[src/rtl/rgb_gray_stream.sv]
// RGB24 -> gray stream stage: 3x64-bit words in (8 pixels), 3 words out with R=G=B=luma.
// Latency: 3rd input accept at edge N -> s2mm_valid from cycle N+2; 7 cycles per group unstalled.
// Backpressure: mm2s_ready only in GATHER; s2mm_valid/data hold until s2mm_ready, stalls are lossless.
module rgb_gray_stream #(
    parameter int WORD_COUNT = 345600,
    parameter int COUNT_W    = 19,
    parameter int R_COEF     = 77,
    parameter int G_COEF     = 150,
    parameter int B_COEF     = 29
) (
    input  logic        m_axi_acp_aclk,
    input  logic        axi_reset,
    input  logic        start,
    output logic        busy,
    output logic        done,
    input  logic [63:0] mm2s_data,
    input  logic        mm2s_valid,
    output logic        mm2s_ready,
    output logic [63:0] s2mm_data,
    output logic        s2mm_valid,
    input  logic        s2mm_ready
);

    typedef enum logic [2:0] {
        S_IDLE,
        S_GATHER,
        S_COMPUTE,
        S_EMIT,
        S_DONE
    } state_t;

    // Last word index of a frame; the 3rd output handshake of the final group sees this count.
    localparam logic [COUNT_W-1:0] LAST_WORD = COUNT_W'(WORD_COUNT - 1);

    state_t              state;
    logic [1:0]          grp_idx;
    logic [COUNT_W-1:0]  word_cnt;
    logic [2:0][63:0]    grp_buf;
    logic [2:0][63:0]    gray_buf;
    logic [191:0]        grp_flat;
    logic [191:0]        gray_next;
    logic [7:0][15:0]    px_sum;

    assign grp_flat = grp_buf;

    // Weighted luma per pixel, then each of the 24 byte lanes takes its owning pixel's gray.
    always_comb begin
        px_sum    = '0;
        gray_next = '0;
        for (int k = 0; k < 8; k++) begin
            px_sum[k] = 16'(R_COEF) * {8'd0, grp_flat[24*k +: 8]}
                      + 16'(G_COEF) * {8'd0, grp_flat[24*k + 8 +: 8]}
                      + 16'(B_COEF) * {8'd0, grp_flat[24*k + 16 +: 8]};
        end
        for (int b = 0; b < 24; b++) begin
            gray_next[8*b +: 8] = px_sum[b/3][15:8];
        end
    end

    // Frame control FSM with all handshake and status outputs registered.
    always_ff @(posedge m_axi_acp_aclk or posedge axi_reset) begin
        if (axi_reset) begin
            state      <= S_IDLE;
            busy       <= 1'b0;
            done       <= 1'b0;
            mm2s_ready <= 1'b0;
            s2mm_valid <= 1'b0;
            s2mm_data  <= '0;
            grp_idx    <= '0;
            word_cnt   <= '0;
            grp_buf    <= '0;
            gray_buf   <= '0;
        end else begin
            case (state)
                S_IDLE: begin
                    if (start) begin
                        state      <= S_GATHER;
                        busy       <= 1'b1;
                        mm2s_ready <= 1'b1;
                        word_cnt   <= '0;
                        grp_idx    <= '0;
                    end
                end
                S_GATHER: begin
                    if (mm2s_valid && mm2s_ready) begin
                        grp_buf[grp_idx] <= mm2s_data;
                        grp_idx          <= grp_idx + 2'd1;
                        if (grp_idx == 2'd2) begin
                            mm2s_ready <= 1'b0;
                            state      <= S_COMPUTE;
                        end
                    end
                end
                S_COMPUTE: begin
                    // Word 0 is presented straight from the adder tree so EMIT starts valid.
                    gray_buf   <= gray_next;
                    s2mm_data  <= gray_next[63:0];
                    s2mm_valid <= 1'b1;
                    grp_idx    <= '0;
                    state      <= S_EMIT;
                end
                S_EMIT: begin
                    if (s2mm_valid && s2mm_ready) begin
                        word_cnt <= word_cnt + COUNT_W'(1);
                        if (grp_idx == 2'd2) begin
                            grp_idx    <= '0;
                            s2mm_valid <= 1'b0;
                            if (word_cnt == LAST_WORD) begin
                                state <= S_DONE;
                                done  <= 1'b1;
                            end else begin
                                state      <= S_GATHER;
                                mm2s_ready <= 1'b1;
                            end
                        end else begin
                            grp_idx   <= grp_idx + 2'd1;
                            s2mm_data <= gray_buf[grp_idx + 2'd1];
                        end
                    end
                end
                S_DONE: begin
                    done  <= 1'b0;
                    busy  <= 1'b0;
                    state <= S_IDLE;
                end
                default: begin
                    state <= S_IDLE;
                end
            endcase
        end
    end

endmodule

[config.mk]
export PLATFORM = sky130hd
export DESIGN_NAME = rgb_gray_stream
export DESIGN_NICKNAME = d
export VERILOG_FILES = /design/src/rtl/rgb_gray_stream.sv
export SDC_FILE = /design/constraint.sdc
export NUM_CORES = 2
export LEC_CHECK = 0
export BUFFER_PORTS_ARGS = -buffer_cell sky130_fd_sc_hd__buf_2
export CELL_PAD_IN_SITES_DETAIL_PLACEMENT = 2
export CELL_PAD_IN_SITES_GLOBAL_PLACEMENT = 2
export CORE_MARGIN = 1.5
export CORE_UTILIZATION = 43
export CTS_CLUSTER_SIZE = 16
export DETAILED_ROUTE_END_ITERATION = 6
export PLACE_DENSITY = 0.94
export SETUP_SLACK_MARGIN = 0.3
export SLEW_MARGIN = 15
export SYNTH_ARGS = -nofsm -noshare
export SYNTH_HDL_FRONTEND = slang
export SYNTH_SLANG_ARGS = --single-unit
[constraint.sdc]
create_clock -name m_axi_acp_aclk -period 14.76 [get_ports m_axi_acp_aclk]
set_clock_uncertainty 0.2 [all_clocks]
set_input_delay 2.952 -clock m_axi_acp_aclk [delete_from_list [all_inputs] [get_ports m_axi_acp_aclk]]
set_output_delay 2.952 -clock m_axi_acp_aclk [all_outputs]
set_load 0.05 [all_outputs]
Word-level counts from Yosys, hierarchy flattened
Index checks and enable logic that the tools add are counted.

Flip-flop bits (word level): 476. Bits of input ports: 69. Output and inout bits: 68.

Add/sub/neg operators: 18. Multiply operators: 24. Magnitude comparators: 3. Equal/unequal tests: 14. Muxes and demuxes: 37. Reductions and logical operators: 19.

Operators with widths (count): $mux W64 (4); $mul A7 B8 Y15 const A (16); $bwmux W192 (1); $add A15 B16 Y16 (8); $add A16 B13 Y16 (8); $bmux W64 S2 (1); $demux W64 S2 (1); $pmux W64 S2 (1); $mul A5 B8 Y13 const A (8); $mux W19 (2); $pmux W19 S2 (1); $add A19 B1 Y19 const B (1); $eq A19 B19 Y1 const B (1); $mux W3 (6); $ne A2 B2 Y1 const B (8); $pmux W3 S4 (1); $mux W1 (10); $reduce_and A3 Y1 (3); $mux W2 (4); $pmux W2 S4 (1); $reduce_and A4 Y1 (2); $reduce_bool A2 Y1 (4); $reduce_and A7 Y1 (1); $eq A3 B2 Y1 const B (2); other kinds (14) (20).

Logic depth before layout (Yosys ltp)
Word-level depth: 6. Gate-level depth with buffers: 26.

Least setup slack after synthesis
Ideal clock, no wire load.

Kind: reg2reg. From: reg grp_buf[132] (netlist bit). To: reg gray_buf[143] (netlist bit). Arrival: 6.181 ns. Data required time: 14.435 ns. Slack: 8.254 ns. Cell stages (with the launch flop): 22. Clock period less this slack: 6.506 ns. Path through: dfrtp_1 ha_1 ha_1 inv_1 fa_1 fa_1 inv_1 ha_1 xnor2_1 fa_1 inv_1 fa_1 fa_1 fa_1 inv_1 ha_1 o21a_1 a2111oi_4 o31ai_1 a21oi_1 xnor3_1 mux2_2.

Longest elaborated chain between the ends: 3.

Ends and longest elaborated chain: start: declaration (RTL line 38) `logic [2:0][63:0] grp_buf;`; start signal: indexed assignment (RTL line 86) `grp_buf[grp_idx] <= mm2s_data;`; $mul A7 B8 Y15 (RTL line 52) `+ 16'(G_COEF) * {8'd0, grp_flat[24*k + 8 +: 8]}`; $add A15 B16 Y16 (RTL line 52); $add A16 B13 Y16 (RTL line 53) `+ 16'(B_COEF) * {8'd0, grp_flat[24*k + 16 +: 8]};`; end signal: assignment (RTL line 96) `gray_buf <= gray_next;`; end: declaration (RTL line 39) `logic [2:0][63:0] gray_buf;`.

No other way between the ends. A chain may end at the register's enable or synchronous reset.

Final worst setup path
From: reg grp_buf[13] (netlist bit). To: reg s2mm_data[17].

Longest elaborated chain between the ends: 4.

Ends and longest elaborated chain: $mul A7 B8 Y15 (RTL line 52); $add A15 B16 Y16 (RTL line 52); $add A16 B13 Y16 (RTL line 53); $pmux W64 S2 (RTL line 74) `case (state)`; end signal: assignment (RTL line 97) `s2mm_data <= gray_next[63:0];`; end signal: assignment (RTL line 117) `s2mm_data <= gray_buf[grp_idx + 2'd1];`; end: declaration (RTL line 19) `output logic [63:0] s2mm_data,`.

No other way between the ends.

==> results.cfg <==
[global_routing]
grt_pass1_wl_um = 285000
grt_overflow = 0
grt_pass1_vias = 39100
antenna_found_initial = 35
grt_max_degree = 96
track_usage_pct = 43.9

[detailed_routing]
totalWireLength_um = 199000
dr.pass1.iters = 6
route.detailed.drc = 0
top_layer_used = met5
wl_per_cell_um = 39.0
detail-route-antenna-nets = 0
vias = 32900
drt_iter0_markers = 3047
via_per_inst = 6.47
wl_met3_um = 18900
met2_length_um = 91700
met1_length_um = 65800

[cts]
ctsHoldBuffers = 0
cts_max_path_buffers = 3
clk_pin_slew_ns = 0.06
cts_buffers = 45
cts_root_buf = clkbuf_16
cts.repair.resized = 0
post-cts-setup-buffers = 0
cts_tree = built
htreeDepth = 2
cts_num_sinks = 348
clk_latency_ns = 0.64

[place]
place_ws_ns = 7.32
placed_area_mm2 = 0.0407
port_buffers = 136
gp_congestion = 0.890
post-dp-hpwl_um = 132000

[cells_and_area]
syn2layout_area_growth_pct = 9.52
nets = 5056
post-route-util_pct = 47.7
finish.instance_area_mm2 = 0.0424
drive_gt1_share_pct = 12.4

[floorplan]
rows = 109
floorplan.initialDensity_pct = 43.6
coreArea_mm2 = 0.0888
chipWidth_um = 303
die_area_mm2 = 0.0918
die_y_um = 303
ios = 137

[timing]
slew_headroom_pct = 13.5
hold_violations = 0
period_minus_slack_ns = 8.74
slew_viol_final = 0
finalSetupViolations = 0
rsz0062_at_grt = no
tightest_slew_ns = 1.30
fin_setup_tns_ns = 0
fin_ws_ns = 6.02
max_freq_mhz = 114
period_share_pct = 59.2

[yosys]
synth-main-ff-cell = dfrtp_1
syn_nets = 4928
synthTopCellsByArea = fa_1 23%, dfrtp_1 23%, ha_1 22%
postSynthAreaPerCell_um2 = 10.3
yosys_warnings = 0
ys_seq_area_share_pct = 22.5
synthTopCellsByCount = 772 x inv_1, 677 x ha_1, 440 x fa_1
synth_top_area_share_pct = 22.8
ys_seq_elements = 348
synth_top_cell_by_area = fa_1
async_reset_ff_share_pct = 100
synth-edff-count = 0
yosysMostFrequentCell = inv_1
netlist_area_mm2 = 0.0387
syn_inst = 3742
yosysUniqueCellTypes = 73

[critical_path]
cp.required_ns = 15.09
path_max_fanout = 5
startpoint_type = flop
cp.arrival_ns = 9.07
critPathCaptureType = flop
critPathKind = reg2reg

[run]
maxCapViolCount = 0

[worst_hold_path]
hp-class = reg2reg

[power]
power_density_mw_per_mm2 = 54.0
ir_drop_mv = 0.0728
power_leakage_nw = 24.2

[run_status]
status = complete, no violations
[registers in the layout, indices dropped and copies added, names as in the netlist, 2 cells and up]
| name | cells |
|---|---|
| grp_idx | 2 |
| state | 3 |
| s2mm_data | 64 |
| word_cnt | 19 |
| grp_buf | 192 |
| gray_buf | 64 |
[stage by stage]
stage / hold slack (ns) / instances / power, mW
floorplan: 0.242 / 3742 / 0.997
global placement: 0.261 / 4988 / 1.04
detailed placement: 0.301 / 4988 / 1.04
CTS: 0.314 / 5070 / 2.29
global route: 0.316 / 5074 / 2.31
finish: 0.308 / 5087 / 2.29
[area by class of cell]
cell class,instances,area (um^2)
sequential,348,8710
antenna,17,42.5
multi-input combinational,2553,26900
clock inverter,23,339
inverter,772,2910
fill,9009,46400
timing repair buffer,150,786
tap,1165,1460
clock buffer,59,1270
[power breakdown]
part	leakage, nW	internal, mW	switching (mW)
Combinational	18.6	0.0115	0.0616
Sequential	4.81	0.954	0.000155
Clock	0.783	0.719	0.545
[cell usage in the layout (no fill, tap or decap), types with 17 or more instances in the layout]
master     count
nor2b_1       25
mux2_2       198
a21oi_1      119
dfrtp_1      348
fa_1         440
xor2_1        47
o21a_1        34
nor3_1        46
diode_2       17
or2_2         23
and3_1        23
nor2_1       131
o21ai_0      106
ha_1         677
nand2_1      236
a21o_1        23
o21ai_1       25
nand2b_1      26
nand3_1       46
clkbuf_16     45
o31ai_1       29
buf_2        136
a211oi_1      29
inv_1        771
xnor2_1       81
[worst max-delay path, cell delays in order, from the launching register on]
cell and delay, ns:
dfrtp_1 0.48, ha_1 0.36, ha_1 0.33, ha_1 0.31, inv_1 0.08, fa_1 0.84
inv_1 0.17, ha_1 0.41, xor2_1 0.46, fa_1 0.49, inv_1 0.09, ha_1 0.25
inv_1 0.09, fa_1 0.55, fa_1 0.94, inv_1 0.13, ha_1 0.33, a2111oi_4 0.42
nand2_1 0.15, o21ai_0 0.19, o21bai_1 0.14, xor2_1 0.63, nor2_1 0.20, o31ai_1 0.35
[per-layer routing]
metal | vias up | track usage (%)
met4 | 32 | 39.9
met2 | 2233 | 70.5
met3 | 1286 | 17.0
li1 | 12500 | -
met1 | 16800 | 44.0
met5 | - | 1.86
[final timing paths]
kind	end	slack [ns]	from	cells past startpoint
hold reg to reg	s2mm_data[40]$_DFFE_PP0P_	0.31	s2mm_data[40]$_DFFE_PP0P_	2
hold / removal	s2mm_data[40]$_DFFE_PP0P_	0.31	s2mm_data[40]$_DFFE_PP0P_	2
setup / recovery	s2mm_data[17]$_DFFE_PP0P_	6.02	grp_buf[13]$_DFFE_PP0P_	23
setup reg to reg	s2mm_data[17]$_DFFE_PP0P_	6.02	grp_buf[13]$_DFFE_PP0P_	23
max in group asynchronous	grp_buf[37]$_DFFE_PP0P_	10.43	axi_reset	3
min in group asynchronous	gray_buf[17]$_DFFE_PP0P_	2.22	axi_reset	2
[kinds of logic after synthesis]
kind of cell | count (synthesis) | share of synthesized area, %
compound gates | 481 | 8.25
xor+xnor | 131 | 3.08
fa+ha+maj | 1117 | 44.7
buf+inv | 841 | 8.18
flops | 348 | 22.5
mux | 202 | 5.87
simple gates | 622 | 7.46
(Power assumes the default switching activity.)
